**config.mk**
```make
export PLATFORM = sky130hd
export DESIGN_NAME = int8_mac_result_queue
export DESIGN_NICKNAME = d
export VERILOG_FILES = /design/src/rtl/int8_mac_instr_pkg.sv /design/src/rtl/int8_mac_result_fifo.sv /design/src/rtl/int8_mac_result_queue.sv
export SDC_FILE = /design/constraint.sdc
export NUM_CORES = 1
export LEC_CHECK = 0
export ABC_AREA = 1
export BUFFER_PORTS_ARGS = -buffer_cell sky130_fd_sc_hd__buf_4
export CORE_ASPECT_RATIO = 0.75
export CORE_UTILIZATION = 55
export DETAILED_ROUTE_END_ITERATION = 16
export PLACE_DENSITY = 0.87
export SYNTH_ARGS = -nofsm -noshare
export SYNTH_HDL_FRONTEND = slang
export SYNTH_SLANG_ARGS = --single-unit
```
**constraint.sdc**
```tcl
create_clock -name clk_i -period 3.85 [get_ports clk_i]
set_input_delay 1.155 -clock clk_i [delete_from_list [all_inputs] [get_ports clk_i]]
set_output_delay 1.155 -clock clk_i [all_outputs]
set_load 0.03 [all_outputs]
```
**src/rtl/int8_mac_instr_pkg.sv**
```systemverilog
// int8_mac_instr_pkg
//   Shared constants and types for the int8 MAC coprocessor blocks.
//   ResultQueueDepth / ResultQueueSlack size the result queue that sits
//   behind int8_mac_unit. rq_state_e names the occupancy classes of that
//   queue; they are derived from the fill level rather than stored.
package int8_mac_instr_pkg;

    localparam int ResultQueueDepth = 4;
    localparam int ResultQueueSlack = 1;

    typedef enum logic [1:0] {
        RQ_EMPTY  = 2'd0,
        RQ_ACTIVE = 2'd1,
        RQ_FULL   = 2'd2
    } rq_state_e;

endpackage

```
**src/rtl/int8_mac_result_fifo.sv**
```systemverilog
// int8_mac_result_fifo
//   Generic circular FIFO storage: entry array, read/write pointers and a
//   fill level. The caller guarantees that push is only raised when there is
//   room (or when a pop happens in the same cycle).
// Ports
//   clk, rst_n     clock, async active-low reset (pointers and level only)
//   push, wdata    write wdata at the write pointer
//   pop            advance the read pointer
//   rdata          entry at the read pointer (not valid while empty)
//   level          current occupancy
//   level_next     occupancy after this cycle's push/pop
//   full, empty    level == DEPTH / level == 0
import int8_mac_instr_pkg::*;

module int8_mac_result_fifo #(
    parameter int  DEPTH   = ResultQueueDepth,
    parameter type entry_t = logic [7:0]
) (
    input  logic                   clk,
    input  logic                   rst_n,
    input  logic                   push,
    input  entry_t                 wdata,
    input  logic                   pop,
    output entry_t                 rdata,
    output logic [$clog2(DEPTH):0] level,
    output logic [$clog2(DEPTH):0] level_next,
    output logic                   full,
    output logic                   empty
);

    localparam int PTR_W = $clog2(DEPTH);
    localparam int LVL_W = PTR_W + 1;

    entry_t           mem [DEPTH];
    logic [PTR_W-1:0] wptr;
    logic [PTR_W-1:0] rptr;

    // Storage is not reset: an entry is only ever read after it was written.
    always_ff @(posedge clk) begin
        if (push) begin
            mem[wptr] <= wdata;
        end
    end

    always_comb begin
        level_next = level;
        case ({push, pop})
            2'b10:   level_next = level + 1'b1;
            2'b01:   level_next = level - 1'b1;
            default: level_next = level;
        endcase
    end

    // DEPTH is a power of two, so the pointers wrap by plain overflow.
    always_ff @(posedge clk or negedge rst_n) begin
        if (!rst_n) begin
            wptr  <= '0;
            rptr  <= '0;
            level <= '0;
        end else begin
            if (push) begin
                wptr <= wptr + 1'b1;
            end
            if (pop) begin
                rptr <= rptr + 1'b1;
            end
            level <= level_next;
        end
    end

    assign rdata = mem[rptr];
    assign full  = (level == LVL_W'(DEPTH));
    assign empty = (level == '0);

endmodule

```
**src/rtl/int8_mac_result_queue.sv**
```systemverilog
// int8_mac_result_queue
//   Buffers int8_mac_unit results and presents them on the CVXIF result
//   channel with a valid/ready handshake. Because the MAC unit cannot be
//   stalled, issue_ok_o tells the decoder to stop issuing while fewer than
//   SLACK+1 free entries remain.
// Optional feature
//   INT8_MAC_RESULT_BYPASS_EN: when the queue is empty and the core is ready,
//   an incoming result goes straight to out_* in the same cycle.
// Ports
//   clk_i, rst_ni          clock, async active-low reset
//   in_*                   result from the MAC unit (in_valid_i = push)
//   issue_ok_o             decoder may accept a new instruction
//   out_valid_o/ready_i    result handshake; out_* show the head entry
//   level_o                current occupancy
//   ovf_count_o            saturating count of accepted results with overflow
//   drop_err_o             sticky: a push arrived while full and not popping
import int8_mac_instr_pkg::*;

module int8_mac_result_queue #(
    parameter int  XLEN     = 32,
    parameter int  DEPTH    = ResultQueueDepth,
    parameter int  SLACK    = ResultQueueSlack,
    parameter int  CNT_W    = 16,
    parameter type hartid_t = logic,
    parameter type id_t     = logic
) (
    input  logic                   clk_i,
    input  logic                   rst_ni,
    input  logic                   in_valid_i,
    input  logic [XLEN-1:0]        in_data_i,
    input  logic [4:0]             in_rd_i,
    input  logic                   in_we_i,
    input  hartid_t                in_hartid_i,
    input  id_t                    in_id_i,
    input  logic                   in_overflow_i,
    output logic                   issue_ok_o,
    output logic                   out_valid_o,
    input  logic                   out_ready_i,
    output logic [XLEN-1:0]        out_data_o,
    output logic [4:0]             out_rd_o,
    output logic                   out_we_o,
    output hartid_t                out_hartid_o,
    output id_t                    out_id_o,
    output logic [$clog2(DEPTH):0] level_o,
    output logic [CNT_W-1:0]       ovf_count_o,
    output logic                   drop_err_o
);

    typedef struct packed {
        logic [XLEN-1:0] data;
        logic [4:0]      rd;
        logic            we;
        hartid_t         hartid;
        id_t             id;
    } entry_t;

    rq_state_e              state;
    entry_t                 wdata;
    entry_t                 rdata;
    logic [$clog2(DEPTH):0] level;
    logic [$clog2(DEPTH):0] level_next;
    logic                   full;
    logic                   empty;
    logic                   fifo_valid;
    logic                   bypass;
    logic                   push;
    logic                   pop;
    logic                   accepted;
    logic                   drop;

    assign wdata = '{data: in_data_i, rd: in_rd_i, we: in_we_i,
                     hartid: in_hartid_i, id: in_id_i};

    int8_mac_result_fifo #(
        .DEPTH   (DEPTH),
        .entry_t (entry_t)
    ) u_fifo (
        .clk        (clk_i),
        .rst_n      (rst_ni),
        .push       (push),
        .wdata      (wdata),
        .pop        (pop),
        .rdata      (rdata),
        .level      (level),
        .level_next (level_next),
        .full       (full),
        .empty      (empty)
    );

    always_comb begin
        state = RQ_ACTIVE;
        if (empty) begin
            state = RQ_EMPTY;
        end else if (full) begin
            state = RQ_FULL;
        end
    end

`ifdef INT8_MAC_RESULT_BYPASS_EN
    // Gated with rst_ni so that out_* stay at zero while reset is held.
    assign bypass = (state == RQ_EMPTY) && in_valid_i && out_ready_i && rst_ni;
`else
    assign bypass = 1'b0;
`endif

    // A push into a full queue is still legal when the head leaves this cycle.
    assign fifo_valid = (state != RQ_EMPTY);
    assign pop        = fifo_valid && out_ready_i;
    assign push       = in_valid_i && !bypass && ((state != RQ_FULL) || pop);
    assign accepted   = push || bypass;
    assign drop       = in_valid_i && (state == RQ_FULL) && !pop;

    // Outputs are forced to zero while nothing is presented, so stale
    // storage never shows and reset clears them immediately.
    always_comb begin
        out_valid_o  = fifo_valid || bypass;
        out_data_o   = '0;
        out_rd_o     = '0;
        out_we_o     = 1'b0;
        out_hartid_o = '0;
        out_id_o     = '0;
        if (bypass) begin
            out_data_o   = in_data_i;
            out_rd_o     = in_rd_i;
            out_we_o     = in_we_i;
            out_hartid_o = in_hartid_i;
            out_id_o     = in_id_i;
        end else if (fifo_valid) begin
            out_data_o   = rdata.data;
            out_rd_o     = rdata.rd;
            out_we_o     = rdata.we;
            out_hartid_o = rdata.hartid;
            out_id_o     = rdata.id;
        end
    end

    // issue_ok_o is computed from the next level so the decoder sees the
    // throttle in the cycle right after the push that consumed the margin.
    always_ff @(posedge clk_i or negedge rst_ni) begin
        if (!rst_ni) begin
            issue_ok_o  <= 1'b1;
            ovf_count_o <= '0;
            drop_err_o  <= 1'b0;
        end else begin
            issue_ok_o <= (int'(level_next) + SLACK < DEPTH);
            if (accepted && in_overflow_i && (ovf_count_o != '1)) begin
                ovf_count_o <= ovf_count_o + 1'b1;
            end
            if (drop) begin
                drop_err_o <= 1'b1;
            end
        end
    end

    assign level_o = level;

endmodule
```
==> out/metrics.cfg <==
[placed_design]
pre_cts_ws_ns = 0.953
postPlaceCellArea_um2 = 8620
io_buffers = 106
gp_congestion = 0.864
hpwlAfterDp_mm = 9.78

[floorplanning]
die_area_um2 = 14300
core_area_um2 = 13200
start_util_pct = 57.6
dieWidth_um = 138
io_pins = 107
rows = 36
die_h_um = 104

[power_and_ir_drop]
power_leakage_uw = 0.00351
powerDensity_nw_per_um2 = 874
power.total_uw = 8060
peakVddDrop_v = 0.000646

[detailed_routing]
wl_per_cell_um = 17.2
finalWirelength_mm = 16.4
drc = 0
viasPerCell = 5.57
antenna_left = 0
vias = 5305
drt_pre_antenna_iters = 7
drtIter0Drc = 539

[synth]
synth.distinct_cells = 29
synthTopCellsByCount = 177 x nor2_1, 160 x edfxtp_1, 78 x o21ai_0
ys_ff_latch = 185
synthAdderAreaFrac_pct = 1.08
synth_edf_count = 160
synth.largest_area_cell = edfxtp_1
synthMuxAreaShare_pct = 0
synthSimpleGateAreaFrac_pct = 13.9
yosys.area.top_type_share_pct = 63.0
synthCells = 662
synth_compound_area_share_pct = 8.88
synth_xor_xnor_area_share_pct = 1.72
synth_top_family_by_area = simple AND/OR/NAND/NOR gates
syn-cell-area_um2 = 7620
avgSynthCellArea_um2 = 11.5
synth_flop_cell = edfxtp_1
ys_top_cells_by_area = edfxtp_1 63%, nor2_1 8.7%, dfrtp_1 7.9%, o21ai_0 5.1%, nand2_1 3.0%
ys_warn_count = 0
synthArstFlopShare_pct = 13.5
yosysMostFrequentCell = nor2_1
synthesis.nets = 713
seq_area_frac_synth_pct = 71.2

[worst_setup_path]
path_class = flop to output pin
arrival_ns = 2.17
cp.required_ns = 2.69
cp-start-kind = flop
crit_fanout = 40
endpoint_kind = output pin

[cts]
cts_root_buf = clkbuf_16
cts_max_level = 4
post_cts_buffers = 0
hold_buffers = 0
post_cts_resized = 0
clkSlewWorstSetupHoldPaths_ns = 0.07
cts.path.max_buffers = 2
cts_sinks = 185
cts_buffers = 17
cts_tree = done
clkLatencyLatePin_ns = 0.42

[finish]
fin_nets = 819
utilization_pct = 69.6
syn2layout_area_growth_pct = 20.8
layout-drive-gt1-share_pct = 21.4
finish.instance_area_um2 = 9210
antennaDiodeCount = 0
fill_cells = 888

[outcome]
status = completed

[sta]
setup_slack_ns = 0.526
drv_slew = 0
max_freq_mhz = 301
final_hold_viol_count = 0
fin_worst_skew_ns = 0.0115
maxSlewHeadroom_pct = 56.6
finalSetupViolations = 0
worst_slew_pin_slew_ns = 0.649
period_share_pct = 86.3
setup_tns_ns = 0
fin_crit_ns = 3.32
grt_setup_unrepaired = false

[global_route]
grt_pass1_vias = 5461
grt_pass1_wl_mm = 26.0
grt_max_degree = 43
grt_util_all_layers_pct = 24.1
grt-ovfl-total = 0
antenna_found_initial = 0

[job]
drv_cap = 0

[min_path]
hold_path.class = flop to flop

==> logic make-up after synthesis <==
group,after synthesis
XOR/XNOR,15
adder cells (fa/ha/maj),6
AND/OR/NAND/NOR,266
flip-flops,185
buffers and inverters,59
AO/OA/AOI/OAI,131
==> routing by layer <==
metal / global-route usage (%) / vias to the layer above / share of wire [%]
met5: 0 / - / 0
li1: - / 2480 / -
met1: 30.4 / 2575 / 40
met3: 7.21 / 23 / 7.7
met2: 38.8 / 227 / 51
met4: 9.55 / 0 / 1.4
==> metrics by stage <==
stage	hold WS, ns	std cells
global route	0.553	952
global placement	0.507	920
CTS	0.527	952
finish	0.520	952
floorplan	0.557	662
detailed placement	0.503	920
==> cell type report <==
type	count	area [um^2]	share of cell area, %
multi-input combinational	418	1980	21.5
sequential	185	5430	59.0
timing repair buffer	119	893	9.70
clock buffer	21	440	4.78
clock inverter	11	148	1.60
inverter	27	104	1.13
tap	171	214	2.32
==> report_power, final <==
part | internal (uW) | leakage (uW) | switching, uW
Clock | 1020 | 0.000277 | 709
Sequential | 2630 | 0.00178 | 203
Combinational | 1120 | 0.00145 | 2360
Total | 4780 | 0.00351 | 3280
==> layout by cell type (no fill, tap or decap), types with 14 or more instances in the layout <==
cell / n
nand2_1: 60
nand3_1: 14
a21oi_1: 42
clkbuf_16: 17
o21ai_0: 78
buf_4: 119
dfrtp_1: 22
nor2_1: 173
inv_1: 24
edfxtp_1: 160
==> flip-flops by register name (all words and copies together) (netlist names) <==
register	count
u_fifo.level	3
u_fifo.mem	160
u_fifo.rptr	2
ovf_count_o	16
u_fifo.wptr	2
drop_err_o	1
issue_ok_o	1
==> worst max-delay path, stage by stage, from the launching register on <==
cell	delay (ns)
dfrtp_1	0.41
nor2_1	0.21
nand2_1	0.21
inv_1	0.10
buf_4	0.44
a21oi_1	0.16
buf_4	0.21
==> worst paths after layout <==
path / start / end / slack, ns / cells after the start
max: u_fifo.level[0] / out_data_o[27] / 0.53 / 6
max reg2reg: u_fifo.level[2] / u_fifo.mem[2][7] / 1.73 / 6
max in group asynchronous: rst_ni / issue_ok_o / 2.93 / 1
min in group asynchronous: rst_ni / u_fifo.level[2] / 0.63 / 1
min: drop_err_o / drop_err_o / 0.52 / 1
min reg2reg: drop_err_o / drop_err_o / 0.52 / 1
No activity file was read; power rests on OpenSTA's default activity.
